--- config.mk ---
export PLATFORM = sky130hd
export DESIGN_NAME = serial_subtractor
export DESIGN_NICKNAME = d
export VERILOG_FILES = /design/src/rtl/serial_subtractor.sv
export SDC_FILE = /design/constraint.sdc
export NUM_CORES = 1
export LEC_CHECK = 0
export ABC_CLOCK_PERIOD_IN_PS = 2200
export CORE_MARGIN = 2
export CORE_UTILIZATION = 51
export CTS_CLUSTER_SIZE = 10
export DETAILED_ROUTE_END_ITERATION = 12
export GPL_TIMING_DRIVEN = 0
export PLACE_DENSITY_LB_ADDON = 0.12
export SETUP_SLACK_MARGIN = 0.5
export SYNTH_ARGS = -nofsm -noshare
export SYNTH_HDL_FRONTEND = slang
export SYNTH_SLANG_ARGS = --single-unit
--- constraint.sdc ---
create_clock -name clk_i -period 2.2 [get_ports clk_i]
set_clock_uncertainty 0.1 [all_clocks]
set_input_delay 0.22 -clock clk_i [delete_from_list [all_inputs] [get_ports clk_i]]
set_output_delay 0.22 -clock clk_i [all_outputs]
set_load 0.1 [all_outputs]
--- src/rtl/serial_subtractor.sv ---
// serial_subtractor: bit-serial a - b - bin, LSB first, one full-subtractor cell plus a borrow FF.
// Rev 1.0 - initial release.
`default_nettype none

module serial_subtractor #(
   parameter int WIDTH = 8
) (
   input  logic             clk_i,
   input  logic             rst_i,
   input  logic             in_valid_i,
   output logic             in_ready_o,
   input  logic [WIDTH-1:0] a_i,
   input  logic [WIDTH-1:0] b_i,
   input  logic             bin_i,
   output logic             out_valid_o,
   input  logic             out_ready_i,
   output logic [WIDTH-1:0] diff_o,
   output logic             bout_o,
   output logic             busy_o
);

   localparam int CW = $clog2(WIDTH);
   localparam logic [CW-1:0] C_LAST = CW'(WIDTH - 1);

   typedef enum logic [1:0] {
      S_IDLE = 2'd0,
      S_CALC = 2'd1,
      S_DONE = 2'd2
   } state_t;

   state_t           state_q, state_d;
   logic [WIDTH-1:0] a_q, a_d;
   logic [WIDTH-1:0] b_q, b_d;
   logic [WIDTH-1:0] r_q, r_d;
   logic [WIDTH-1:0] diff_q, diff_d;
   logic             br_q, br_d;
   logic             bout_q, bout_d;
   logic [CW-1:0]    cnt_q, cnt_d;

   logic             d_bit;
   logic             br_nxt;
   logic [WIDTH-1:0] r_shift;

   always_ff @(posedge clk_i) begin
      if (rst_i) begin
         state_q <= S_IDLE;
         a_q     <= '0;
         b_q     <= '0;
         r_q     <= '0;
         diff_q  <= '0;
         br_q    <= 1'b0;
         bout_q  <= 1'b0;
         cnt_q   <= '0;
      end else begin
         state_q <= state_d;
         a_q     <= a_d;
         b_q     <= b_d;
         r_q     <= r_d;
         diff_q  <= diff_d;
         br_q    <= br_d;
         bout_q  <= bout_d;
         cnt_q   <= cnt_d;
      end
   end

   always_comb begin
      state_d = state_q;
      a_d     = a_q;
      b_d     = b_q;
      r_d     = r_q;
      diff_d  = diff_q;
      br_d    = br_q;
      bout_d  = bout_q;
      cnt_d   = cnt_q;

      d_bit   = a_q[0] ^ b_q[0] ^ br_q;
      br_nxt  = (~a_q[0] & b_q[0]) | (~(a_q[0] ^ b_q[0]) & br_q);
      r_shift = {d_bit, r_q[WIDTH-1:1]};

      case (state_q)
         S_IDLE: begin
            if (in_valid_i) begin
               a_d     = a_i;
               b_d     = b_i;
               br_d    = bin_i;
               cnt_d   = '0;
               state_d = S_CALC;
            end
         end
         S_CALC: begin
            a_d   = a_q >> 1;
            b_d   = b_q >> 1;
            r_d   = r_shift;
            br_d  = br_nxt;
            cnt_d = cnt_q + 1'b1;
            // Final bit: publish the shifted-in result directly, not r_q.
            if (cnt_q == C_LAST) begin
               diff_d  = r_shift;
               bout_d  = br_nxt;
               state_d = S_DONE;
            end
         end
         S_DONE: begin
            if (out_ready_i) begin
               state_d = S_IDLE;
            end
         end
         default: state_d = S_IDLE;
      endcase
   end

   assign in_ready_o  = (state_q == S_IDLE);
   assign out_valid_o = (state_q == S_DONE);
   assign busy_o      = (state_q == S_CALC) || (state_q == S_DONE);
   assign diff_o      = diff_q;
   assign bout_o      = bout_q;

endmodule

`default_nettype wire

After elaboration in Yosys (flattened, before gate mapping)
Index checks and enable logic that the tools add are counted.
{ "totals": {"ff_bits": 39, "inputBits": 21, "elab_cells": 40} }
{ "classes": {"add_sub_neg": 1, "eq_ne": 6, "muxes": 12, "n_bitwise": 7, "reduce_logical": 6} }
{ "op_table": {"columns": ["op", "n"], "rows": [
  ["$pmux 8 s2", 2],
  ["$mux 8", 2],
  ["$mux 2", 3],
  ["$pmux 2 s3", 1],
  ["$pmux 3 s2", 1],
  ["$ne 2x2->1 const B", 2],
  ["$reduce_and 2->1", 2],
  ["$add 3x1->3 const B", 1],
  ["$eq 3x3->1 const B", 1],
  ["$mux 3", 1],
  ["$reduce_and 3->1", 1],
  ["$and 1x1->1", 2],
  ["$eq 2x1->1 const B", 1],
  ["$eq 2x2->1 const B", 1],
  ["$logic_not 2->1", 1],
  ["$ne 2x1->1 const B", 1],
  ["$not 1->1", 2],
  ["$pmux 1 s2", 1],
  ["$reduce_bool 2->1", 1],
  ["$xor 1x1->1", 2],
  ["$logic_or 1x1->1", 1],
  ["$mux 1", 1],
  ["$or 1x1->1", 1]
]} }

Longest topological paths before layout
{ "depth": {"depth_word": 5, "mapped_depth": 7, "ltp_nobuf": 5} }

Worst setup path after synthesis
Ideal clock, no wire load.
{ "synth_path": {"kind": "register to register", "startpoint": "register state_q[0]", "endpoint": "register b_q[2]", "arrival_ns": 2.047, "slack_ns": -0.072, "stages_incl_launch_ff": 8, "path_buffers": 2, "period_less_slack_ns": 2.272, "cell_sequence": "dfxtp_1 > inv_1 > ha_1 > buf_6 > mux2_4 > buf_4 > nor2_1 > a211oi_2"} }
{ "synth_between": {"elab_chain_cells": 3} }
{ "synth_lines": {"columns": ["item", "line_no", "rtl"], "rows": [
  ["start: declaration", "31", "state_t state_q, state_d;"],
  ["start signal: assignment", "55", "state_q <= state_d;"],
  ["$logic_not 2->1 (*)", null, null],
  ["net in_ready_o", "11", "output logic in_ready_o,"],
  ["$ne 2x2->1 (no line) / $reduce_bool 2->1 (equally long branches)", null, null],
  ["$reduce_and 2->1 (no line)", null, null],
  ["end signal: assignment", "48", "b_q <= '0;"],
  ["end signal: assignment", "57", "b_q <= b_d;"],
  ["end: declaration", "33", "logic [WIDTH-1:0] b_q, b_d;"]
]} }
The timed path passes the listed nets; every way through them passes the cells marked *.
A chain may end at the register's enable or synchronous reset.

Worst setup path in the final report
{ "layout_path": {"startpoint": "register state_q[1]", "endpoint": "output busy_o"} }
{ "layout_between": {"elab_chain_cells": 2} }
{ "layout_lines": {"columns": ["item", "line_no", "rtl"], "rows": [
  ["$eq 2x1->1 / $eq 2x2->1 (equally long branches)", "114", "assign busy_o = (state_q == S_CALC) || (state_q == S_DONE);"],
  ["$logic_or 1x1->1 (*)", "114", null],
  ["end: declaration", "19", "output logic busy_o"]
]} }
Every way passes the cells marked *; elsewhere a longest branch is shown, timed or not.

==> results.yml <==
status:
  outcome: "completed"
detailed_routing:
  first_pass_iters: 4
  drc: 0
  vias_per_cell: 5.28
  wl_per_cell_um: 13.7
  drt_iter0_drc: 35
  drtAntennaViolNets: 0
  drt_wl_total_um: 3580
  vias: 1383
timing:
  drv_slew: 0
  rsz0062_at_grt: "no"
  tightest_slew_ns: 0.546
  layout_min_cycle_time_ns: 1.62
  hold_viol: 0
  slew_headroom_pct: 63.7
  setup_viol_count_final: 0
  fin_tns_setup_ns: 0
  postLayoutSetupSlackWorst_ns: 0.582
  timing.final.crit_share_pct: 73.5
  timing.fmax_ghz: 0.618
  whs_ns: 0.363
setup_path:
  critPathCaptureType: "primary output"
  worstReg2RegStart: "state_q[1]$_SDFFE_PP0P_"
  r2r_end: "b_q[1]$_SDFFE_PP0P_"
  crit_chain: "inv_2 > ha_4 > buf_4"
  slowest_stage: "dfxtp_2"
  cp-start-kind: "flip-flop"
  crit_fanout: 3
  r2r_setup_slack_ns: 0.59
  max_stage_delay_ns: 0.38
  cp.arrival_ns: 1.30
  worstPathRequired_ns: 1.88
  path_class: "reg -> out"
  reg2regPathDepth: 7
run:
  maxCapViolCount: 0
cells_and_area:
  final_cells: 262
  drive_above_1_share_pct: 27.3
  nets: 242
  final_util_pct: 67.7
  insertedDiodeCount: 0
  final_common_cell: "dfxtp_1"
  final_cell_mix: "dfxtp_1 (36), mux2i_1 (22), nor2_1 (22)"
  area_delta_synth_final_pct: 27.7
  fin_area_um2: 2240
global_route:
  grt_first_pass_wirelength_um: 6280
  grt_pass1_vias: 1363
  grt_use_total_pct: 20.5
  grt_max_degree: 13
  antenna_found_initial: 0
  grt_overflow: 0
clocking:
  cts_buffer_depth: 2
  cts_tree: "built"
  cts-hold-fix-buffers: 0
  clk_pin_slew_ns: 0.12
  worstSkewPairLatency_ns: 0.34
  cts_sinks: 38
  cts-root-buf: "clkbuf_4"
  htree_levels: 2
  numCtsBuffers: 5
floorplan:
  coreArea_um2: 3310
  dieArea_um2: 3930
  rows: 21
  io_pins: 33
  start_util_pct: 53.0
  die_height_um: 62.7
  fp.dieW_um: 62.7
worst_hold_path:
  hp-class: "reg -> reg"
  worstHoldEndpoint: "diff_o[0]$_SDFFE_PP0P_"
  hp-start: "diff_o[0]$_SDFFE_PP0P_"
  whs_path_depth: 2
yosys:
  synthesis.area_um2: 1760
  yosys-top-cells-area: "dfxtp_1 (43%), mux2i_1 (13%), a211oi_2 (11%), nor2_1 (5.3%), nand2_1 (3.8%)"
  synth_cell_type_count: 24
  synthCells: 176
  ys_ff_latch: 38
  syn_nets: 203
  ys_seq_area_share_pct: 43.3
  synth_warnings: 0
  yosysTopAreaCell: "dfxtp_1"
  synth_top_area_share_pct: 43.3
  syn_avg_cell_area_um2: 9.97
power:
  p_int_mw: 1.32
  switching_share_pct: 37.2
  ir_drop_mv: 0.575
  power_density_nw_per_um2: 935
  power_switching_mw: 0.780
  p_clk_share_pct: 18.2
  p_leak_nw: 0.818
  power_mw: 2.10
  combPwrFrac_pct: 41.4
  p_seq_share_pct: 40.3
place:
  dp_hpwl_um: 2650
  preCtsSetupSlack_ns: 0.0798
  placed_area_um2: 2160
  portBuffers: 32
  gp_congestion: 0.770
  dp.cells: 254
==> power groups by stage <==
stage / clock, mW / sequential (mW) / combinational (mW)
2_1_floorplan: 0 / 0.844 / 0.722
3_3_place_gp: 0 / 0.854 / 0.836
3_5_place_dp: 0 / 0.860 / 0.863
4_1_cts: 0.397 / 0.844 / 0.855
5_1_grt: 0.433 / 0.859 / 0.937
6_report: 0.382 / 0.845 / 0.868
==> worst max-delay path by stage <==
stage                            start                  end  slack (ns)  cells after the start
6_report       state_q[1]$_SDFFE_PP0P_               busy_o        0.58                      3
5_1_grt        state_q[1]$_SDFFE_PP0P_  a_q[0]$_SDFFE_PP0P_        0.51                      7
4_1_cts        state_q[1]$_SDFFE_PP0P_               busy_o        0.39                      3
3_5_place_dp   state_q[1]$_SDFFE_PP0P_               busy_o        0.08                      3
3_3_place_gp   state_q[1]$_SDFFE_PP0P_               busy_o        0.09                      3
2_1_floorplan  state_q[1]$_SDFFE_PP0P_  a_q[1]$_SDFFE_PP0P_        0.46                      7
==> per-layer routing <==
metal / wire (um) / GRT usage (%) / up-vias
met5: 0 / 0 / -
met4: 50 / 7.78 / 0
met3: 210 / 6.49 / 4
met2: 1680 / 34.7 / 40
met1: 1640 / 24.1 / 650
li1: - / - / 689
==> cells by family (layout without fill, tap and decap cells) <==
group	Yosys count	in the layout	share of synthesized area, %
muxes	24	24	14.0
and+or+nand+nor	54	54	13.2
adders and majority gates	6	6	4.70
DFF	38	38	43.3
buffers and inverters	19	59	6.84
AOI/OAI and AO/OA	35	35	18.0
==> flip-flops by register name, summed over array words and instances (netlist names) <==
name and flops:
a_q 8, b_q 8, diff_o 8, r_q 7, cnt_q 3, state_q 2, bout_o 1, br_q 1
==> cell usage after synthesis (all sizes together) <==
library cell  number
nor2              25
inv                5
fa                 1
a21oi             10
dfxtp             38
a31oi              3
nand2b             6
a32oi              2
nand3b             1
mux2i             23
ha                 5
a311oi             1
buf               13
nor2b              3
and2               1
o32ai              2
clkbuf             1
a211oi            16
mux2               1
o211ai             1
nand2             18
==> critical path, delay by kind of cell, from the launching register on <==
family,cells,cell delay (ns)
buf+inv,2,0.33
flops,1,0.38
fa+ha+maj,1,0.25
==> repair_timing <==
item,CTS,global route
buffers inserted,0,0
setup endpoints to repair,12,27
gates resized for setup,43,7
==> area by class of cell <==
class                      instances  area, um2
multi-input combinational        119        906
buffer                            14        109
tap                               46       57.6
clock buffer                       6       51.3
fill                             293       1070
clock inverter                     2       12.5
sequential                        38        763
timing repair buffer              32        324
inverter                           5       18.8
No activity file was read; power rests on OpenSTA's default activity.
